File: config.mk
export PLATFORM = sky130hd
export DESIGN_NAME = config_register_bank
export DESIGN_NICKNAME = d
export VERILOG_FILES = /design/src/rtl/crf_pkg.sv /design/src/rtl/crf_perf_counter.sv /design/src/rtl/config_register_bank.sv
export SDC_FILE = /design/constraint.sdc
export NUM_CORES = 1
export LEC_CHECK = 0
export CAP_MARGIN = 10
export CORE_ASPECT_RATIO = 0.9
export CORE_MARGIN = 1.5
export CORE_UTILIZATION = 63
export CTS_BUF_LIST = sky130_fd_sc_hd__clkbuf_8
export CTS_CLUSTER_SIZE = 25
export DETAILED_ROUTE_END_ITERATION = 10
export GPL_TIMING_DRIVEN = 0
export HOLD_SLACK_MARGIN = 0.15
export MAX_ROUTING_LAYER = met4
export PLACE_DENSITY_LB_ADDON = 0.2
export SKIP_LAST_GASP = 1
export SLEW_MARGIN = 40
export SYNTH_ARGS = -nofsm -noshare
export SYNTH_HDL_FRONTEND = slang
export SYNTH_SLANG_ARGS = --single-unit
File: constraint.sdc
create_clock -name clk -period 5.1 [get_ports clk]
set_input_delay 1.275 -clock clk [delete_from_list [all_inputs] [get_ports clk]]
set_output_delay 1.275 -clock clk [all_outputs]
set_load 0.02 [all_outputs]
File: src/rtl/crf_pkg.sv
// Shared definitions for the configuration register bank: register map,
// AXI response codes, UPSTAT bit positions and address/strobe helpers.
package crf_pkg;

    localparam logic [31:0] ADDR_UPSTAT     = 32'h0000_0000;
    localparam logic [31:0] ADDR_INTEN      = 32'h0000_0004;
    localparam logic [31:0] ADDR_INTSTAT    = 32'h0000_0008;
    localparam logic [31:0] ADDR_PROCCNT    = 32'h0000_000C;
    localparam logic [31:0] ADDR_CNT_BASE   = 32'h0000_0010;
    localparam logic [31:0] ADDR_CNT_STRIDE = 32'h0000_0008;

    localparam logic [1:0] RESP_OKAY   = 2'b00;
    localparam logic [1:0] RESP_SLVERR = 2'b10;

    localparam int UPSTAT_START_BIT = 0;
    localparam int UPSTAT_END_BIT   = 1;

    typedef enum logic [2:0] {
        SEL_NONE,
        SEL_UPSTAT,
        SEL_INTEN,
        SEL_INTSTAT,
        SEL_PROCCNT,
        SEL_HSK,
        SEL_NRDY
    } reg_sel_e;

    typedef struct packed {
        reg_sel_e   sel;
        logic [2:0] ch;
    } reg_dec_t;

    // Byte address to register select; the two lowest address bits are don't-care.
    function automatic reg_dec_t decode_addr(input logic [63:0] byte_addr,
                                             input int unsigned num_ch);
        reg_dec_t   d;
        logic [63:0] a;
        logic [63:0] ofs;
        a     = byte_addr & ~64'd3;
        d.sel = SEL_NONE;
        d.ch  = 3'd0;
        ofs   = 64'd0;
        if (a == 64'(ADDR_UPSTAT)) begin
            d.sel = SEL_UPSTAT;
        end else if (a == 64'(ADDR_INTEN)) begin
            d.sel = SEL_INTEN;
        end else if (a == 64'(ADDR_INTSTAT)) begin
            d.sel = SEL_INTSTAT;
        end else if (a == 64'(ADDR_PROCCNT)) begin
            d.sel = SEL_PROCCNT;
        end else if ((a >= 64'(ADDR_CNT_BASE)) &&
                     (a < (64'(ADDR_CNT_BASE) + 64'(num_ch) * 64'(ADDR_CNT_STRIDE)))) begin
            ofs   = a - 64'(ADDR_CNT_BASE);
            d.ch  = 3'(ofs >> 3);
            d.sel = ((ofs & 64'd4) != 64'd0) ? SEL_NRDY : SEL_HSK;
        end else begin
            d.sel = SEL_NONE;
        end
        return d;
    endfunction

    function automatic logic [31:0] apply_wstrb(input logic [31:0] old_val,
                                                input logic [31:0] new_val,
                                                input logic [3:0]  strb);
        logic [31:0] res;
        for (int b = 0; b < 4; b++) begin
            res[8*b +: 8] = strb[b] ? new_val[8*b +: 8] : old_val[8*b +: 8];
        end
        return res;
    endfunction

endpackage

File: src/rtl/crf_perf_counter.sv
// Saturating performance counter: counts while running, holds or clears
// when idle depending on the hold request.
module crf_perf_counter #(
    parameter int CNT_WIDTH = 32
) (
    input  logic                 clk,
    input  logic                 rst_n,
    input  logic                 i_run,
    input  logic                 i_hold,
    input  logic                 i_inc,
    output logic [CNT_WIDTH-1:0] o_count
);

    localparam logic [CNT_WIDTH-1:0] CNT_MAX = {CNT_WIDTH{1'b1}};
    localparam logic [CNT_WIDTH-1:0] CNT_ONE = {{(CNT_WIDTH-1){1'b0}}, 1'b1};

    logic [CNT_WIDTH-1:0] r_count;
    logic [CNT_WIDTH-1:0] w_count_nxt;

    // Next count: run increments up to the ceiling, idle either holds or clears.
    always_comb begin
        w_count_nxt = r_count;
        if (i_run) begin
            if (i_inc && (r_count != CNT_MAX)) begin
                w_count_nxt = r_count + CNT_ONE;
            end else begin
                w_count_nxt = r_count;
            end
        end else if (i_hold) begin
            w_count_nxt = r_count;
        end else begin
            w_count_nxt = {CNT_WIDTH{1'b0}};
        end
    end

    // Count register.
    always_ff @(posedge clk or negedge rst_n) begin
        if (!rst_n) begin
            r_count <= {CNT_WIDTH{1'b0}};
        end else begin
            r_count <= w_count_nxt;
        end
    end

    assign o_count = r_count;

endmodule

File: src/rtl/config_register_bank.sv
// AXI4-Lite configuration/status register bank with PL-side UPSTAT write,
// edge-triggered interrupt and per-channel stream performance counters.
module config_register_bank
    import crf_pkg::*;
#(
    parameter int AXI_DATA_WIDTH = 32,
    parameter int AXI_ADDR_WIDTH = 32,
    parameter int NUM_CH         = 2,
    parameter int CNT_WIDTH      = 32
) (
    input  logic                        clk,
    input  logic                        rst_n,
    input  logic                        s_axi_awvalid,
    output logic                        s_axi_awready,
    input  logic [AXI_ADDR_WIDTH-1:0]   s_axi_awaddr,
    input  logic [2:0]                  s_axi_awprot,
    input  logic                        s_axi_wvalid,
    output logic                        s_axi_wready,
    input  logic [AXI_DATA_WIDTH-1:0]   s_axi_wdata,
    input  logic [AXI_DATA_WIDTH/8-1:0] s_axi_wstrb,
    output logic                        s_axi_bvalid,
    input  logic                        s_axi_bready,
    output logic [1:0]                  s_axi_bresp,
    input  logic                        s_axi_arvalid,
    output logic                        s_axi_arready,
    input  logic [AXI_ADDR_WIDTH-1:0]   s_axi_araddr,
    input  logic [2:0]                  s_axi_arprot,
    output logic                        s_axi_rvalid,
    input  logic                        s_axi_rready,
    output logic [AXI_DATA_WIDTH-1:0]   s_axi_rdata,
    output logic [1:0]                  s_axi_rresp,
    input  logic                        pl_wrt,
    input  logic [31:0]                 pl_wdata,
    output logic                        pl_wbusy,
    input  logic [NUM_CH-1:0]           ch_tvalid,
    input  logic [NUM_CH-1:0]           ch_tready,
    input  logic                        processing,
    output logic                        up_start,
    output logic                        up_end,
    output logic                        irq
);

    logic                      r_aw_held;
    logic [AXI_ADDR_WIDTH-1:0] r_aw_addr;
    logic                      r_w_held;
    logic [31:0]               r_w_data;
    logic [3:0]                r_w_strb;
    logic                      r_bvalid;
    logic [1:0]                r_bresp;
    logic                      r_defer;
    logic                      r_rvalid;
    logic [31:0]               r_rdata;
    logic [1:0]                r_rresp;
    logic [31:0]               r_upstat;
    logic                      r_inten;
    logic                      r_intstat;

    logic        w_aw_hs, w_w_hs, w_ar_hs;
    logic        w_pl_take, w_both_held, w_commit, w_wr_ok;
    reg_dec_t    w_wr_dec, w_ar_dec;
    logic [31:0] w_upstat_nxt;
    logic        w_inten_nxt, w_intstat_nxt, w_int_set, w_int_clr;
    logic [31:0] w_rd_data;
    logic [1:0]  w_rd_resp;
    logic        w_up_start, w_up_end;
    logic        w_unused;

    logic [CNT_WIDTH-1:0] w_hsk_cnt  [8];
    logic [CNT_WIDTH-1:0] w_nrdy_cnt [8];
    logic [CNT_WIDTH-1:0] w_proc_cnt;

    assign s_axi_awready = rst_n & ~r_aw_held & ~r_bvalid;
    assign s_axi_wready  = rst_n & ~r_w_held & ~r_bvalid;
    assign s_axi_arready = rst_n & ~r_rvalid;
    assign s_axi_bvalid  = r_bvalid;
    assign s_axi_bresp   = r_bresp;
    assign s_axi_rvalid  = r_rvalid;
    assign s_axi_rdata   = r_rdata;
    assign s_axi_rresp   = r_rresp;

    assign w_aw_hs = s_axi_awvalid & s_axi_awready;
    assign w_w_hs  = s_axi_wvalid & s_axi_wready;
    assign w_ar_hs = s_axi_arvalid & s_axi_arready;

    // A deferred commit keeps the PL port busy so the AXI write lands next cycle.
    assign pl_wbusy    = r_bvalid | r_defer;
    assign w_pl_take   = pl_wrt & ~pl_wbusy;
    assign w_both_held = r_aw_held & r_w_held;
    assign w_commit    = w_both_held & ~w_pl_take;

    assign w_wr_dec = decode_addr(64'(r_aw_addr), NUM_CH);
    assign w_ar_dec = decode_addr(64'(s_axi_araddr), NUM_CH);
    assign w_wr_ok  = (w_wr_dec.sel == SEL_UPSTAT) || (w_wr_dec.sel == SEL_INTEN) ||
                      (w_wr_dec.sel == SEL_INTSTAT);

    assign w_up_start = r_upstat[UPSTAT_START_BIT];
    assign w_up_end   = r_upstat[UPSTAT_END_BIT];
    assign up_start   = w_up_start;
    assign up_end     = w_up_end;
    assign irq        = r_intstat & r_inten;

    assign w_unused = &{1'b0, s_axi_awprot, s_axi_arprot, w_wr_dec.ch};

    // Next register values from PL and AXI writes; an interrupt set beats a clear.
    always_comb begin
        w_upstat_nxt = r_upstat;
        w_inten_nxt  = r_inten;
        w_int_clr    = 1'b0;
        if (w_pl_take) begin
            w_upstat_nxt = pl_wdata;
        end else if (w_commit && (w_wr_dec.sel == SEL_UPSTAT)) begin
            w_upstat_nxt = apply_wstrb(r_upstat, r_w_data, r_w_strb);
        end else begin
            w_upstat_nxt = r_upstat;
        end
        if (w_commit && (w_wr_dec.sel == SEL_INTEN) && r_w_strb[0]) begin
            w_inten_nxt = r_w_data[0];
        end else begin
            w_inten_nxt = r_inten;
        end
        if (w_commit && (w_wr_dec.sel == SEL_INTSTAT) && r_w_strb[0]) begin
            w_int_clr = r_w_data[0];
        end else begin
            w_int_clr = 1'b0;
        end
        w_int_set     = w_upstat_nxt[UPSTAT_END_BIT] & ~r_upstat[UPSTAT_END_BIT];
        w_intstat_nxt = w_int_set | (r_intstat & ~w_int_clr);
    end

    // Read data mux; counters are zero-extended.
    always_comb begin
        w_rd_data = 32'd0;
        w_rd_resp = RESP_OKAY;
        case (w_ar_dec.sel)
            SEL_UPSTAT:  w_rd_data = r_upstat;
            SEL_INTEN:   w_rd_data = {31'd0, r_inten};
            SEL_INTSTAT: w_rd_data = {31'd0, r_intstat};
            SEL_PROCCNT: w_rd_data = 32'(w_proc_cnt);
            SEL_HSK:     w_rd_data = 32'(w_hsk_cnt[w_ar_dec.ch]);
            SEL_NRDY:    w_rd_data = 32'(w_nrdy_cnt[w_ar_dec.ch]);
            default: begin
                w_rd_data = 32'd0;
                w_rd_resp = RESP_SLVERR;
            end
        endcase
    end

    // Write address/data holding registers and write response.
    always_ff @(posedge clk or negedge rst_n) begin
        if (!rst_n) begin
            r_aw_held <= 1'b0;
            r_aw_addr <= {AXI_ADDR_WIDTH{1'b0}};
            r_w_held  <= 1'b0;
            r_w_data  <= 32'd0;
            r_w_strb  <= 4'd0;
            r_bvalid  <= 1'b0;
            r_bresp   <= RESP_OKAY;
            r_defer   <= 1'b0;
        end else begin
            r_defer <= w_both_held & w_pl_take;
            if (w_aw_hs) begin
                r_aw_held <= 1'b1;
                r_aw_addr <= s_axi_awaddr;
            end else if (w_commit) begin
                r_aw_held <= 1'b0;
            end
            if (w_w_hs) begin
                r_w_held <= 1'b1;
                r_w_data <= s_axi_wdata;
                r_w_strb <= s_axi_wstrb;
            end else if (w_commit) begin
                r_w_held <= 1'b0;
            end
            if (w_commit) begin
                r_bvalid <= 1'b1;
                r_bresp  <= w_wr_ok ? RESP_OKAY : RESP_SLVERR;
            end else if (r_bvalid && s_axi_bready) begin
                r_bvalid <= 1'b0;
            end
        end
    end

    // Read channel: data is captured at the address handshake.
    always_ff @(posedge clk or negedge rst_n) begin
        if (!rst_n) begin
            r_rvalid <= 1'b0;
            r_rdata  <= 32'd0;
            r_rresp  <= RESP_OKAY;
        end else if (w_ar_hs) begin
            r_rvalid <= 1'b1;
            r_rdata  <= w_rd_data;
            r_rresp  <= w_rd_resp;
        end else if (r_rvalid && s_axi_rready) begin
            r_rvalid <= 1'b0;
        end
    end

    // Architectural registers.
    always_ff @(posedge clk or negedge rst_n) begin
        if (!rst_n) begin
            r_upstat  <= 32'd0;
            r_inten   <= 1'b0;
            r_intstat <= 1'b0;
        end else begin
            r_upstat  <= w_upstat_nxt;
            r_inten   <= w_inten_nxt;
            r_intstat <= w_intstat_nxt;
        end
    end

    crf_perf_counter #(.CNT_WIDTH(CNT_WIDTH)) u_proc_cnt (
        .clk     (clk),
        .rst_n   (rst_n),
        .i_run   (processing),
        .i_hold  (w_up_end),
        .i_inc   (1'b1),
        .o_count (w_proc_cnt)
    );

    for (genvar g = 0; g < 8; g++) begin : g_ch
        if (g < NUM_CH) begin : g_on
            crf_perf_counter #(.CNT_WIDTH(CNT_WIDTH)) u_hsk_cnt (
                .clk     (clk),
                .rst_n   (rst_n),
                .i_run   (processing),
                .i_hold  (w_up_end),
                .i_inc   (w_up_start & ch_tvalid[g] & ch_tready[g]),
                .o_count (w_hsk_cnt[g])
            );
            crf_perf_counter #(.CNT_WIDTH(CNT_WIDTH)) u_nrdy_cnt (
                .clk     (clk),
                .rst_n   (rst_n),
                .i_run   (processing),
                .i_hold  (w_up_end),
                .i_inc   (w_up_start & ch_tvalid[g] & ~ch_tready[g]),
                .o_count (w_nrdy_cnt[g])
            );
        end else begin : g_off
            assign w_hsk_cnt[g]  = {CNT_WIDTH{1'b0}};
            assign w_nrdy_cnt[g] = {CNT_WIDTH{1'b0}};
        end
    end

endmodule

* Yosys cells after proc, flatten, opt, wreduce, memory -nomap -nowiden *
Cells that the tools add are included.

operators by class
  $add $sub $neg = 7
  order comparisons = 5
  equality and inequality tests = 26
  muxes and demuxes = 51
  bitwise operators = 34
  reduce and logical (&&, ||, !) cells = 36

operator list
  kind                   count
  $mux 32                17
  $bmux 32 s3            2
  $pmux 32 s6            1
  $add 32x1->32 const B  5
  $ne 32x32->1 const B   5
  $logic_not 64->1       2
  $eq 30x2->1 const B    4
  $ge 32x5->1 const B    2
  $lt 32x6->1 const B    2
  $eq 30x1->1 const B    2
  $mux 3                 15
  $mux 8                 4
  $and 1x1->1            21
  $reduce_and 2->1       9
  $reduce_bool 2->1      9
  $logic_and 1x1->1      13
  $eq 3x2->1 const B     4
  $ne 2x1->1 const B     5
  $not 1->1              10
  $eq 3x3->1 const B     3
  $mux 1                 8
  $mux 2                 4
  $eq 3x1->1 const B     2
  $reduce_or 6->1        1
  other kinds (7)        9

storage, ports and cells
  register bits = 303
  output and inout port bits = 45

* Depth between registers and ports, before layout *
  depth after elaboration = 14
  depth in mapped cells = 9
  depth with buffers taken out = 7

* Modules after synthesis *
A second synthesis with hierarchy kept.

unflattened totals
  cells, all modules = 1640
  area total of the unflattened synthesis = 17093.9 sq um

modules (own cells, without submodules)
  module                times used  cells each  area each (sq um)  sequential area each (sq um)
  crf_perf_counter      5           213         2004.4             800.8
  config_register_bank  1           575         7071.8             3478.3

* Worst setup path before layout *
No wires, ideal clock.

  path kind = input -> register
  from = input port rst_n
  to = register r_rdata[12], in the netlist s_axi_rdata[12]
  setup time = 0.066 ns
  arrival = 2.951 ns
  required time = 5.034 ns
  slack = 2.082 ns
  cell stages on the path = 5
  path buffers = 1
  path through = nor2b_1 -> nand2_1 -> nor4_1 -> clkbuf_1 -> a22o_1

between the ends
  longest elaborated chain between the ends = 2

RTL lines
  item                  line                         text
  start, declared       config_register_bank.sv:12   input logic rst_n,
  $and 1x1->1           config_register_bank.sv:74   assign s_axi_arready = rst_n & ~r_rvalid;
  $and 1x1->1           config_register_bank.sv:83   assign w_ar_hs = s_axi_arvalid & s_axi_arready;
  end signal, assigned  config_register_bank.sv:191  r_rdata <= w_rd_data;
  end, declared         config_register_bank.sv:52   logic [31:0] r_rdata;

Every way passes these cells.
A chain may end at the register's enable or synchronous reset.

* Final worst setup path *
  from = input port rst_n
  to = output port s_axi_awready

between the ends
  longest elaborated chain between the ends = 2

RTL lines
  item                       line                        text
  $and 1x1->1 (2 in series)  config_register_bank.sv:72  assign s_axi_awready = rst_n & ~r_aw_held & ~r_bvalid;
  end, declared              config_register_bank.sv:14  output logic s_axi_awready,

Every way passes these cells.

==> impl_metrics.tcl <==
set metrics [dict create \
    globalRoute.totalOverflow 0 \
    final_slew_violations 0 \
    stdcell_count 2190 \
    clockRootBuffer "sky130_fd_sc_hd__clkbuf_8" \
    clkSlewWorstSetupHoldPaths_ns 0.05 \
    final_antenna_net_count 0 \
    crit_type "primary input to output port" \
    synth_area_per_cell_um2 10.24 \
    finalSetupTns_ns 0 \
    startpoint "rst_n" \
    cts_tree "yes" \
    gp_congestion 1.063 \
    cts-hold-fix-buffers 0 \
    r2r_slack_ns 1.99 \
    async_set_or_reset_flop_fraction_in_the_synthesized_netlist_pct 100.0 \
    cts-resized-gates 0 \
    remaining_drc_errors 0 \
    finalWorstPathRequiredPeriod_ns 4.441 \
    synth_edf_count 0 \
    synth-seq-cells 299 \
    floorplan.io_pins 196 \
    grt_setup_unrepaired "no" \
    timing.rr.end "g_ch[0].g_on.u_hsk_cnt.o_count[26]$_DFFE_PN0P_" \
    post_drt_via_cell_ratio 6.798 \
    detail_route.first_pass.iterations 7 \
    cp-start-kind "primary input" \
    synth_warnings 0 \
    crit_arrival_ns 3.17 \
    drt_wl_total_um 51100 \
    initial_core_util_pct 64.10 \
    worstPathMaxFanout 75 \
    power_per_cell_area_nw_per_um2 336.7 \
    p_leak_uw 0.007836 \
    endpoints_failing_hold 0 \
    die_x_um 171.7 \
    ctsLongestPathBuffers 3 \
    worst_pin_slew_ns 0.9897 \
    die_area_um2 26600 \
    worst_skew_pair_later_pin_latency_ns 0.61 \
    clock_skew_ns 0.03155 \
    critical_path.endpoint "s_axi_awready" \
    rr_startpoint "r_upstat[1]$_DFF_PN0_" \
    placementRows 55 \
    h-tree-depth 2 \
    worstPathRequired_ns 3.83 \
    syn-cell-area_um2 16140 \
    cts_buffers 50 \
    maximum_capacitance_violations 0 \
    endpoint_kind "output port" \
    postCtsSetupRepairBufs 0 \
    fin_util_pct 77.40 \
    grt_pass1_wl_um 79290 \
    detailedRoute.firstIterationViolations 1922 \
    io_buffer_count 181 \
    hp-class "flip-flop to flip-flop" \
    dieHeight_um 154.9 \
    grt_start_max_net_pins 76 \
    post_route_cells_drive_above_1_share_pct 12.99 \
    synth_cells 1576 \
    grt_usage_pct 40.39 \
    initial_antenna_violation_count 1 \
    hold_slack_ns 0.5071 \
    report.final.setup_viol 0 \
    max_clock_freq_mhz 225.2 \
    first_global_vias 14640 \
    dp_cells 2104 \
    run_status "complete, no violations" \
    synthFlopType "sky130_fd_sc_hd__dfrtp_1" \
    post-dp-hpwl_um 37820 \
    vdd.ir_drop.worst_v 0.0003522 \
    layout_worst_path_cycle_share_pct 87.07 \
    flow.area_growth_from_synthesis_pct 20.75 \
    nets 1971 \
    clkSinkCount 299 \
    detailroute.via_count 14890 \
    seq_area_frac_synth_pct 46.35 \
    slew_headroom_pct 34.02 \
    ys_types 82 \
    reg2regPathDepth 7 \
    area_inside_the_core_boundary_um2 25190 \
    routed_wire_length_per_instance_um 23.33 \
]
synth_stat cells (35+ instances only):
library cell / count / area, um^2
sky130_fd_sc_hd__o21ai_0: 80 / 400.4
sky130_fd_sc_hd__dfrtp_1: 299 / 7482
sky130_fd_sc_hd__and2_1: 42 / 262.8
sky130_fd_sc_hd__mux2_2: 69 / 777.0
sky130_fd_sc_hd__or4_1: 36 / 270.3
sky130_fd_sc_hd__nand4_1: 52 / 325.3
sky130_fd_sc_hd__o31ai_1: 43 / 322.8
sky130_fd_sc_hd__a21oi_1: 76 / 380.4
sky130_fd_sc_hd__a22o_1: 35 / 306.5
sky130_fd_sc_hd__nand3_1: 87 / 435.4
sky130_fd_sc_hd__nor2_1: 47 / 176.4
sky130_fd_sc_hd__mux2i_1: 36 / 360.4
sky130_fd_sc_hd__nand2_1: 168 / 630.6
sky130_fd_sc_hd__clkbuf_1: 59 / 221.5
cell families (layout without fill, tap and decap cells):
logic type,after synthesis,in the layout,synth area share [%]
flip-flops,299,299,46.35
other,1,3,0.02323
AND/OR/NAND/NOR,616,616,21.04
multiplexers,138,138,11.70
buffers and inverters,122,392,3.263
AO/OA/AOI/OAI,372,372,15.97
adder cells (fa/ha/maj),6,6,0.4650
XOR/XNOR,22,22,1.193
state kept, by name, summed over array words and instances, names as in the netlist, 4 cells and up:
register,flops
r_upstat,32
r_w_data,32
r_w_strb,4
u_proc_cnt.o_count,32
r_aw_addr,30
g_ch.g_on.u_hsk_cnt.o_count,64
s_axi_rdata,32
g_ch.g_on.u_nrdy_cnt.o_count,64
cell type report:
| cell class | count | area [um^2] |
|---|---|---|
| clock buffers | 60 | 825.8 |
| multi-input cells | 1156 | 8195 |
| inverters | 24 | 90.09 |
| well taps | 342 | 427.9 |
| fillers | 1717 | 5692 |
| clock inverters | 25 | 105.1 |
| diodes | 1 | 2.502 |
| plain buffers | 98 | 439.2 |
| flip-flops and latches | 299 | 7482 |
| repair buffers | 185 | 1927 |
cell usage in the layout (no fill, tap or decap), types with 8 or more instances in the layout:
cell type,instances
sky130_fd_sc_hd__a21oi_1,76
sky130_fd_sc_hd__a221o_1,24
sky130_fd_sc_hd__a22o_1,35
sky130_fd_sc_hd__a22oi_1,31
sky130_fd_sc_hd__a31oi_1,11
sky130_fd_sc_hd__and2_1,42
sky130_fd_sc_hd__and3_1,22
sky130_fd_sc_hd__and4_1,23
sky130_fd_sc_hd__buf_1,13
sky130_fd_sc_hd__buf_2,15
sky130_fd_sc_hd__clkbuf_1,58
sky130_fd_sc_hd__clkbuf_8,61
sky130_fd_sc_hd__clkdlybuf4s50_1,180
sky130_fd_sc_hd__dfrtp_1,299
sky130_fd_sc_hd__inv_1,44
sky130_fd_sc_hd__mux2_2,69
sky130_fd_sc_hd__mux2i_1,36
sky130_fd_sc_hd__mux4_2,31
sky130_fd_sc_hd__nand2_1,168
sky130_fd_sc_hd__nand3_1,87
sky130_fd_sc_hd__nand3b_1,8
sky130_fd_sc_hd__nand4_1,52
sky130_fd_sc_hd__nor2_1,47
sky130_fd_sc_hd__nor3_1,22
sky130_fd_sc_hd__nor4_1,25
sky130_fd_sc_hd__o211ai_1,17
sky130_fd_sc_hd__o21ai_0,80
sky130_fd_sc_hd__o31ai_1,43
sky130_fd_sc_hd__or2_2,10
sky130_fd_sc_hd__or3_1,32
sky130_fd_sc_hd__or4_1,36
sky130_fd_sc_hd__xnor2_1,18
metrics by stage:
step | setup slack, ns | cell area [um^2] | power [uW]
2_1_floorplan | 2.082 | 16150 | 3895
3_3_place_gp | -10.09 | 18390 | 4436
3_5_place_dp | 0.5216 | 18520 | 4521
4_1_cts | 0.6174 | 19450 | 6532
5_1_grt | 0.4402 | 19490 | 6804
6_report | 0.6592 | 19490 | 6565
worst min path at each step:
| stage | startpoint | to | slack (ns) | cells past startpoint |
|---|---|---|---|---|
| finish | s_axi_rdata[26]$_DFFE_PN0P_ | s_axi_rdata[26]$_DFFE_PN0P_ | 0.51 | 1 |
| global route | s_axi_rdata[18]$_DFFE_PN0P_ | s_axi_rdata[18]$_DFFE_PN0P_ | 0.51 | 1 |
| CTS | rst_n | r_upstat[18]$_DFFE_PN0P_ | 0.50 | 1 |
| detailed placement | s_axi_rdata[8]$_DFFE_PN0P_ | s_axi_rdata[8]$_DFFE_PN0P_ | 0.49 | 1 |
| global placement | g_ch[1].g_on.u_hsk_cnt.o_count[20]$_DFFE_PN0P_ | g_ch[1].g_on.u_hsk_cnt.o_count[20]$_DFFE_PN0P_ | 0.47 | 1 |
| floorplan | g_ch[0].g_on.u_hsk_cnt.o_count[20]$_DFFE_PN0P_ | g_ch[0].g_on.u_hsk_cnt.o_count[20]$_DFFE_PN0P_ | 0.45 | 1 |
critical path, stage by stage:
cell,delay [ns]
sky130_fd_sc_hd__buf_8,0.18
sky130_fd_sc_hd__buf_16,0.34
sky130_fd_sc_hd__buf_16,0.36
sky130_fd_sc_hd__nand2_1,0.12
sky130_fd_sc_hd__nor2_1,0.17
sky130_fd_sc_hd__clkdlybuf4s50_1,0.63
report_power, final:
part | leakage [uW] | total [uW] | switching (uW) | internal (uW)
Combinational | 0.00333 | 1410 | 754 | 651
Clock | 0.000550 | 2030 | 979 | 1050
Sequential | 0.00396 | 3130 | 323 | 2800
per-layer routing:
metal / track usage (%) / part of all wire, % / up-vias
met4: 16.94 / 4.2 / 0
met5: - / 0 / -
li1: - / - / 6528
met3: 10.30 / 12 / 180
met2: 59.96 / 45 / 986
met1: 53.14 / 38 / 7194
Note: power is estimated with default switching activity, not from simulation.
